--- src/rtl/oops_structs.sv ---
// -----------------------------------------------------------------------------
// oops_structs: shared types for the commit path.
//   TAG_W          - ROB tag width carried in owner table entries.
//   owner_entry_t  - {valid, tag}: which in-flight ROB tag last renamed a register.
//   commit_state_e - commit controller FSM states (RUN, RECOVER).
// -----------------------------------------------------------------------------
package oops_structs;

    localparam int TAG_W = 4;

    typedef struct packed {
        logic             valid;
        logic [TAG_W-1:0] tag;
    } owner_entry_t;

    typedef enum logic {
        RUN     = 1'b0,
        RECOVER = 1'b1
    } commit_state_e;

endpackage

--- src/rtl/commit_owner_table.sv ---
// -----------------------------------------------------------------------------
// commit_owner_table: 32-entry register -> owning ROB tag table.
//   clk, rst  : clock, synchronous active-high reset (clears the table).
//   clear     : synchronous clear of every entry (flush).
//   rd_idx    : per-lane read index; rd_entry is the registered entry (comb read).
//   clr_en/clr_idx/clr_tag : per-lane compare-clear. The entry is invalidated
//               only if it is still owned by clr_tag.
//   set_en/set_idx/set_tag : per-lane write-set. Sets win over clears and the
//               highest lane wins among sets to the same index.
// Entry 0 (x0) is never valid.
// -----------------------------------------------------------------------------
module commit_owner_table
    import oops_structs::*;
#(
    parameter int LANES = 1
) (
    input  logic                         clk,
    input  logic                         rst,
    input  logic                         clear,
    input  logic [LANES-1:0][4:0]        rd_idx,
    output owner_entry_t [LANES-1:0]     rd_entry,
    input  logic [LANES-1:0]             clr_en,
    input  logic [LANES-1:0][4:0]        clr_idx,
    input  logic [LANES-1:0][TAG_W-1:0]  clr_tag,
    input  logic [LANES-1:0]             set_en,
    input  logic [LANES-1:0][4:0]        set_idx,
    input  logic [LANES-1:0][TAG_W-1:0]  set_tag
);

    owner_entry_t [31:0] owner_q;
    owner_entry_t [31:0] owner_d;

    always_comb begin
        owner_d = owner_q;
        // Compare against the registered owner so a clear from an older commit
        // cannot hit an entry a younger dispatch already re-owned.
        for (int i = 0; i < LANES; i++) begin
            if (clr_en[i] && owner_q[clr_idx[i]].valid &&
                owner_q[clr_idx[i]].tag == clr_tag[i]) begin
                owner_d[clr_idx[i]].valid = 1'b0;
            end
        end
        // Ascending loop: later (higher) lanes overwrite lower ones.
        for (int i = 0; i < LANES; i++) begin
            if (set_en[i]) begin
                owner_d[set_idx[i]] = '{valid: 1'b1, tag: set_tag[i]};
            end
        end
        owner_d[0] = '0;
        if (clear) begin
            owner_d = '0;
        end
    end

    always_ff @(posedge clk) begin
        if (rst) begin
            owner_q <= '0;
        end else begin
            owner_q <= owner_d;
        end
    end

    always_comb begin
        for (int i = 0; i < LANES; i++) begin
            rd_entry[i] = owner_q[rd_idx[i]];
        end
    end

endmodule

--- src/rtl/commit_controller.sv ---
// -----------------------------------------------------------------------------
// commit_controller: sequences all architectural register file writes.
//   clk, rst              : clock, synchronous active-high reset.
//   dispatch_*            : rename requests (valid/rd/tag per lane), dispatch_ready_o.
//   rob_head_*            : completed ROB head entries, contiguous from lane 0.
//   flush_req_i           : external flush (exception).
//   commit_ack_o          : ROB pops the acked lanes.
//   rf_fls_o              : register file flush.
//   rf_commit_*           : register file commit lanes (write value, clear CB).
//   rf_speculate_*        : register file speculate lanes (set CB, record tag).
//   retired_count_o       : wrapping count of acked lanes.
//   debug_state           : current FSM state.
//
// Handshake: a dispatch lane is consumed in a cycle where dispatch_valid_i[i]
// and dispatch_ready_o are both 1; ready does not depend on dispatch_valid_i.
// A ROB head lane is consumed in a cycle where commit_ack_o[i] is 1;
// acks depend on the head valids but never the reverse.
//
// ROB_IDX_LEN must equal oops_structs::TAG_W (owner entries store the tag).
// -----------------------------------------------------------------------------
module commit_controller
    import oops_structs::*;
#(
    parameter int ISSUE_WIDTH    = 1,
    parameter int ROB_IDX_LEN    = TAG_W,
    parameter int RECOVER_CYCLES = 2
) (
    input  logic                                  clk,
    input  logic                                  rst,
    input  logic [ISSUE_WIDTH-1:0]                dispatch_valid_i,
    input  logic [ISSUE_WIDTH-1:0][4:0]           dispatch_rd_i,
    input  logic [ISSUE_WIDTH-1:0][ROB_IDX_LEN-1:0] dispatch_tag_i,
    output logic                                  dispatch_ready_o,
    input  logic [ISSUE_WIDTH-1:0]                rob_head_valid_i,
    input  logic [ISSUE_WIDTH-1:0][4:0]           rob_head_rd_i,
    input  logic [ISSUE_WIDTH-1:0][ROB_IDX_LEN-1:0] rob_head_tag_i,
    input  logic [ISSUE_WIDTH-1:0][31:0]          rob_head_data_i,
    input  logic [ISSUE_WIDTH-1:0]                rob_head_mispredict_i,
    input  logic                                  flush_req_i,
    output logic [ISSUE_WIDTH-1:0]                commit_ack_o,
    output logic                                  rf_fls_o,
    output logic [ISSUE_WIDTH-1:0]                rf_commit_o,
    output logic [ISSUE_WIDTH-1:0][4:0]           rf_commit_idx_o,
    output logic [ISSUE_WIDTH-1:0][31:0]          rf_commit_data_o,
    output logic [ISSUE_WIDTH-1:0]                rf_speculate_o,
    output logic [ISSUE_WIDTH-1:0][4:0]           rf_speculate_idx_o,
    output logic [ISSUE_WIDTH-1:0][ROB_IDX_LEN-1:0] rf_speculate_data_o,
    output logic [31:0]                           retired_count_o,
    output commit_state_e                         debug_state
);

    localparam logic [3:0] RC_LOAD = 4'(RECOVER_CYCLES);

    commit_state_e state_q;
    logic [3:0]    rc_q;

    owner_entry_t [ISSUE_WIDTH-1:0]    owner_rd;
    logic [ISSUE_WIDTH-1:0]            ack;
    logic [ISSUE_WIDTH-1:0]            reassert;
    logic [ISSUE_WIDTH-1:0]            set_en;
    logic [ISSUE_WIDTH-1:0]            clr_en;
    logic                              run_active;
    logic                              chain_ok;
    logic                              mispredict_hit;
    logic                              flush_trig;

    always_comb begin
        run_active     = !rst && (state_q == RUN);
        ack            = '0;
        mispredict_hit = 1'b0;
        // An external flush takes the whole cycle: nothing commits.
        chain_ok       = run_active && !flush_req_i;
        for (int i = 0; i < ISSUE_WIDTH; i++) begin
            ack[i] = chain_ok && rob_head_valid_i[i];
            if (ack[i] && rob_head_mispredict_i[i]) begin
                mispredict_hit = 1'b1;
            end
            // The mispredict lane itself commits; nothing above it does.
            chain_ok = ack[i] && !rob_head_mispredict_i[i];
        end
        flush_trig = run_active && (flush_req_i || mispredict_hit);

        // A younger owner still exists: re-speculate so CB stays set after
        // the commit clears it in the register file.
        for (int i = 0; i < ISSUE_WIDTH; i++) begin
            reassert[i] = ack[i] && !flush_trig && owner_rd[i].valid &&
                          (owner_rd[i].tag != rob_head_tag_i[i]);
        end

        dispatch_ready_o = run_active && !flush_trig && (reassert == '0);

        rf_fls_o            = flush_trig;
        commit_ack_o        = ack;
        rf_commit_o         = '0;
        rf_commit_idx_o     = '0;
        rf_commit_data_o    = '0;
        rf_speculate_o      = '0;
        rf_speculate_idx_o  = '0;
        rf_speculate_data_o = '0;
        set_en              = '0;
        clr_en              = '0;
        for (int i = 0; i < ISSUE_WIDTH; i++) begin
            if (ack[i] && rob_head_rd_i[i] != 5'd0) begin
                rf_commit_o[i]      = 1'b1;
                rf_commit_idx_o[i]  = rob_head_rd_i[i];
                rf_commit_data_o[i] = rob_head_data_i[i];
            end
            clr_en[i] = ack[i] && !flush_trig;
            if (reassert[i]) begin
                rf_speculate_o[i]      = 1'b1;
                rf_speculate_idx_o[i]  = rob_head_rd_i[i];
                rf_speculate_data_o[i] = owner_rd[i].tag;
            end else if (dispatch_ready_o && dispatch_valid_i[i]) begin
                rf_speculate_o[i]      = 1'b1;
                rf_speculate_idx_o[i]  = dispatch_rd_i[i];
                rf_speculate_data_o[i] = dispatch_tag_i[i];
                set_en[i]              = dispatch_rd_i[i] != 5'd0;
            end
        end
    end

    commit_owner_table #(
        .LANES (ISSUE_WIDTH)
    ) u_owner (
        .clk      (clk),
        .rst      (rst),
        .clear    (flush_trig),
        .rd_idx   (rob_head_rd_i),
        .rd_entry (owner_rd),
        .clr_en   (clr_en),
        .clr_idx  (rob_head_rd_i),
        .clr_tag  (rob_head_tag_i),
        .set_en   (set_en),
        .set_idx  (dispatch_rd_i),
        .set_tag  (dispatch_tag_i)
    );

    always_ff @(posedge clk) begin
        if (rst) begin
            state_q         <= RUN;
            rc_q            <= '0;
            retired_count_o <= '0;
        end else begin
            retired_count_o <= retired_count_o + 32'($countones(ack));
            case (state_q)
                RUN: begin
                    if (flush_trig) begin
                        state_q <= RECOVER;
                        rc_q    <= RC_LOAD;
                    end
                end
                RECOVER: begin
                    if (flush_req_i) begin
                        rc_q <= RC_LOAD;
                    end else if (rc_q == 4'd1) begin
                        state_q <= RUN;
                        rc_q    <= '0;
                    end else begin
                        rc_q <= rc_q - 4'd1;
                    end
                end
                default: begin
                    state_q <= RUN;
                    rc_q    <= '0;
                end
            endcase
        end
    end

    assign debug_state = state_q;

endmodule
--- config.mk ---
export PLATFORM = sky130hd
export DESIGN_NAME = commit_controller
export DESIGN_NICKNAME = d
export VERILOG_FILES = /design/src/rtl/oops_structs.sv /design/src/rtl/commit_owner_table.sv /design/src/rtl/commit_controller.sv
export SDC_FILE = /design/constraint.sdc
export NUM_CORES = 1
export LEC_CHECK = 0
export ABC_AREA = 1
export BUFFER_PORTS_ARGS = -buffer_cell sky130_fd_sc_hd__buf_2
export CAP_MARGIN = 20
export CORE_UTILIZATION = 53
export DETAILED_ROUTE_END_ITERATION = 12
export HOLD_SLACK_MARGIN = 0.02
export PLACE_DENSITY = 0.89
export SLEW_MARGIN = 5
export SYNTH_ARGS = -nofsm -noshare
export SYNTH_HDL_FRONTEND = slang
export SYNTH_SLANG_ARGS = --single-unit
--- constraint.sdc ---
create_clock -name clk -period 2.9 [get_ports clk]
set_input_delay 0.58 -clock clk [delete_from_list [all_inputs] [get_ports clk]]
set_output_delay 0.58 -clock clk [all_outputs]
set_load 0.02 [all_outputs]
## After elaboration in Yosys (flattened, before gate mapping)

Index checks and enable logic that the tools add are counted.

| cells by class | value |
|---|---|
| $add $sub $neg | 2 |
| multiply operators | 0 |
| div/mod/pow operators | 0 |
| magnitude comparators | 4 |
| eq/ne operators | 4 |
| shifts and indexed selects | 0 |
| multiplexer cells | 30 |
| bitwise logic cells | 2 |
| reductions and logical operators | 22 |

Operators with widths:

| cell | count |
|---|---|
| bitwise mux 160 bit | 2 |
| 2-to-1 mux 160 bit | 2 |
| demux 5 bit (select 5 bit) | 2 |
| adder 32 x 1 -> 32 bit | 1 |
| 2-to-1 mux 32 bit | 1 |
| 2-to-1 mux 5 bit | 6 |
| binary-select mux 5 bit (select 5 bit) | 1 |
| 2-to-1 mux 4 bit | 5 |
| logical AND 1 bit | 15 |
| < comparator 5 x 6 -> 1 bit, second input constant | 2 |
| >= comparator 5 x 1 -> 1 bit, second input constant | 2 |
| nonzero test 5 bit | 2 |
| 2-to-1 mux 1 bit | 9 |
| case mux 4 bit (2 select lines) | 1 |
| == test 4 x 1 -> 1 bit, second input constant | 1 |
| == test 4 bit | 1 |
| != test 4 bit | 1 |
| subtractor 4 x 1 -> 4 bit, second input constant | 1 |
| logical NOT 1 bit | 3 |
| != test 2 bit, second input constant | 1 |
| inverter 1 bit | 2 |
| case mux 1 bit (2 select lines) | 1 |
| OR reduction 2 bit | 1 |
| logical OR 1 bit | 1 |

| storage, ports and cells | value |
|---|---|
| register bits | 197 |
| latch bits | 0 |
| memory bits (writable) | 0 |
| ROM bits | 0 |
| output and inout port bits | 84 |
| memories | 0 |

## Longest topological paths before layout

| logic depth | value |
|---|---|
| word-level depth | 18 |
| depth in mapped cells | 24 |
| depth with buffers taken out | 21 |

## By module

A second synthesis with hierarchy kept.

| unflattened totals | value |
|---|---|
| cell total of the unflattened synthesis | 1930 |
| area total of the unflattened synthesis | 11459.7 um^2 |

Modules (own cells, without submodules):

| module | times used | cells each | area each (um^2) |
|---|---|---|---|
| commit_owner_table | 1 | 1478 | 8857.2 |
| commit_controller | 1 | 452 | 2602.5 |

## Worst setup path after synthesis

No wires, ideal clock.

| timing path | value |
|---|---|
| path type | input to register |
| start point | input rst |
| end point | register retired_count_o[26] |
| setup time | 0.064 ns |
| data arrival time | 3.371 ns |
| path slack | -0.535 ns |
| stages | 21 |
| buffers on the path | 0 |
| path through | nor2_1 nand2_1 nor2_1 ha_1 ha_1 nand3_1 nor2_1 nand2_1 nor2_1 nand2_1 nor2_1 nand3_1 inv_1 nand3_1 nor2_1 nand2_1 nor2_1 inv_1 o21ai_0 nand2_1 nor2_1 |

| on the way | value |
|---|---|
| cells in the longest elaborated chain, start to end | 5 |

RTL lines:

| element | line | RTL |
|---|---|---|
| start: declaration | commit_controller.sv:29 | `input logic rst,` |
| logical NOT 1 bit | commit_controller.sv:68 | `run_active = !rst && (state_q == RUN);` |
| logical AND 1 bit | commit_controller.sv:68 |  |
| logical AND 1 bit | commit_controller.sv:72 | `chain_ok = run_active && !flush_req_i;` |
| logical AND 1 bit | commit_controller.sv:74 | `ack[i] = chain_ok && rob_head_valid_i[i];` |
| named net commit_ack_o | commit_controller.sv:40 | `output logic [ISSUE_WIDTH-1:0] commit_ack_o,` |
| adder 32 x 1 -> 32 bit | commit_controller.sv:144 | `retired_count_o <= retired_count_o + 32'($countones(ack));` |
| end signal: assignment | commit_controller.sv:144 |  |
| end: declaration | commit_controller.sv:48 | `output logic [31:0] retired_count_o,` |

The timed path passes the listed nets, and every way through them passes these cells.
A chain may end at the register's enable or synchronous reset.

==> results.yml <==
run_status:
  violations: "negative setup slack"
  status: "complete, but fails checks"
die:
  start_util_pct: 54.6
  rows: 50
  die_area_um2: 20100
  die_h_um: 142
  fp.coreArea_um2: 19000
  io_pins: 140
  die_w_um: 142
logic_synthesis:
  synth_warnings: 0
  synth_most_common_cell: "nand2_1"
  synth_edf_count: 0
  synthTopCellsByCount: "nand2_1 (548), nor2_1 (382), dfxtp_1 (192)"
  synth_area_leaders: "dfxtp_1 (37%), nand2_1 (20%), nor2_1 (14%)"
  synth.distinct_cells: 36
  postSynthCellCount: 1735
  synth_nets: 1795
  synth_ff_type: "dfxtp_1"
  synth.avg_cell_area_um2: 5.97
  synth.cell_area_um2: 10400
  synth_top_area_share_pct: 37.1
  synth_seq_cells: 192
  ys_seq_area_share_pct: 37.1
  yosysTopAreaCell: "dfxtp_1"
  async_flop_share_pct: 0
grt:
  grt_antenna_before_repair: 0
  track_usage_pct: 34.5
  grt_pass1_vias: 10900
  grt-ovfl-total: 0
  grt_pass1_wl_um: 54200
  grt_max_degree: 59
layout:
  area_growth_pct: 31.1
  drive_gt1_share_pct: 21.6
  instances_no_fill: 2231
  nets: 2018
  diodes: 0
min_path:
  hp-start: "u_owner.owner_q[104]"
  hold_class: "flip-flop to flip-flop"
sta:
  finalSetupViolCount: 42
  skew_ns: 0.00880
  fmax_ghz: 0.313
  maxSlewHeadroom_pct: 40.7
  slew_viol_final: 0
  setup-tns-final_ns: -4.90
  worst_pin_slew_ns: 0.888
  fin_crit_sh_pct: 110
  layout_setup_ws_ns: -0.293
  min_period_ns: 3.19
  hold_viol: 0
  rsz0062_at_grt: "true"
worst_setup_path:
  cpPeakStageDelay_ns: 0.19
  startpoint: "rob_head_rd_i[0]"
  arrival_ns: 2.61
  crit_required_ns: 2.32
  cp_max_fo: 8
  r2r_start: "u_owner.owner_q[22]"
  end_kind: "output port"
  crit_path_cell_trace: "buf_12 > inv_6 > buf_12 > buf_12 > nand2_1 > nand2_1 > nand2_1 > nand2_1 > nand2_1 > nand2_1 > nor2_1 > nand2_1 > nand2_1 > nand2_1 > nor2_2 > nand2_2 > nand2_4 > nand3_4 > buf_12 > o21ai_4 > buf_6"
  slowest_stage: "buf_12"
  critPathBufInv: 6
  crit_top_cell: "nand2_1"
  critPathLaunchType: "input pin"
  crit_type: "input pin to output port"
  cp_top_family: "simple AND/OR/NAND/NOR gates"
routing:
  wire_per_inst_um: 16.1
  via_count: 12100
  drt_iter0_drc: 1341
  avgViaCountPerCell: 5.43
  ant_nets: 0
  drc: 0
  wl_um: 35900
  first_pass_iters: 8
power_and_ir_drop:
  peakVddDrop_uv: 442
  finalPower_mw: 5.83
  p_seq_share_pct: 45.6
  p_sw_share_pct: 29.6
  pwr-share-clk_pct: 40.6
  powerDensity_nw_per_um2: 429
  combPwrFrac_pct: 13.9
  power_switching_mw: 1.73
  internal_power_mw: 4.10
  p_leak_nw: 6.17
placement:
  portBuffers: 139
  dp.cells: 2167
  place_ws_ns: -0.519
  gp_congestion: 0.989
  hpwl_um: 24200
clocking:
  clock-sinks: 192
  clk_pin_slew_ns: 0.08
  htreeDepth: 4
  cts-root-buf: "clkbuf_16"
  cts_buffer_depth: 2
  cts_inserted_buffers: 17
  tritoncts: "done"
  clock_latency_ns: 0.45
flow_run:
  cap_viol_max_count: 0
## metrics by stage
step                area (µm²)  hold slack [ns]  util (%)
finish                   13600            0.481      71.6
global route             13600            0.494      71.6
global placement         12300            0.459      64.8
detailed placement       12300            0.466      64.8
floorplan                10700            0.445         -
CTS                      13200            0.478      69.8
## power by group through the flow
stage / combinational, mW / sequential (mW) / clock, mW
6_report: 0.808 / 2.66 / 2.36
5_1_grt: 0.856 / 2.66 / 2.47
4_1_cts: 0.760 / 2.65 / 2.37
3_5_place_dp: 0.716 / 2.72 / 0
3_3_place_gp: 0.701 / 2.72 / 0
2_1_floorplan: 0.424 / 2.72 / 0
## final timing paths
check             slack, ns  depth (start not counted)                     end
hold / removal         0.48                          2    u_owner.owner_q[104]
setup reg to reg      -0.06                         23    u_owner.owner_q[114]
hold reg to reg        0.48                          2    u_owner.owner_q[104]
setup / recovery      -0.29                         21  rf_speculate_data_o[1]
## cell type report
type	instances	area (µm²)
inverters	176	673
clock inverters	15	158
clock buffers	17	425
multi-input cells	1288	5990
flip-flops and latches	192	3840
well taps	260	325
fillers	1547	5390
repair buffers	283	2150
## worst register-to-register path: stages, from the launching register on
cell	delay (ns)
dfxtp_1	0.31
inv_1	0.05
o21ai_0	0.24
nand2_1	0.16
nand2_1	0.09
nand2_1	0.07
nand2_2	0.10
nor2_4	0.04
nand2_2	0.06
nand2_1	0.06
nand2_2	0.07
nor2_4	0.05
buf_4	0.13
buf_4	0.13
buf_4	0.12
buf_4	0.12
buf_4	0.12
buf_4	0.12
buf_4	0.12
buf_4	0.12
nand3_1	0.12
buf_12	0.19
o21ai_1	0.12
a21oi_2	0.17
## per-layer routing
layer | vias up | GRT usage [%] | routed length, µm
met1 | 5434 | 42.6 | 13700
li1 | 5841 | - | -
met3 | 148 | 4.96 | 3460
met4 | 0 | 17.5 | 1520
met2 | 694 | 58.6 | 17200
met5 | - | 0 | 0
## cells in the final DEF, fill, tap and decap left out, drive strengths merged, types with 2 or more instances in the layout
master,n
nand2,551
nor2,385
buf,281
dfxtp,192
inv,185
nand3,128
o21ai,93
a21oi,51
nor3,32
clkbuf,19
nand4,9
o221ai,7
o22ai,6
clkinv,6
ha,4
o21a,3
or2,2
o211ai,2
and3,2
xor2,2
nor4,2
nor3b,2
xnor2,2
## registers in the layout, summed over array words and instances, names as in the netlist
signal and count:
retired_count_o 32, rc_q 4, debug_state 1, u_owner.owner_q 155
## cells by family (layout without fill, tap and decap cells)
group	count (synthesis)	after routing	share of synthesized area [%]
XOR/XNOR	4	4	0.338
flip-flops	192	192	37.1
adder cells (fa/ha/maj)	4	4	0.483
AND/OR/NAND/NOR	1113	1113	43.4
buffers and inverters	255	491	10.0
AO/OA/AOI/OAI	167	167	8.67
## repair_timing
| action | in CTS | in global routing |
|---|---|---|
| setup endpoints to repair | 91 | 116 |
| hold buffers | 0 | 0 |
| pin swaps | 10 | 28 |
| gates cloned | 1 | 2 |
| setup buffers | 18 | 11 |
| resized for setup | 58 | 82 |
(Power assumes the default switching activity.)
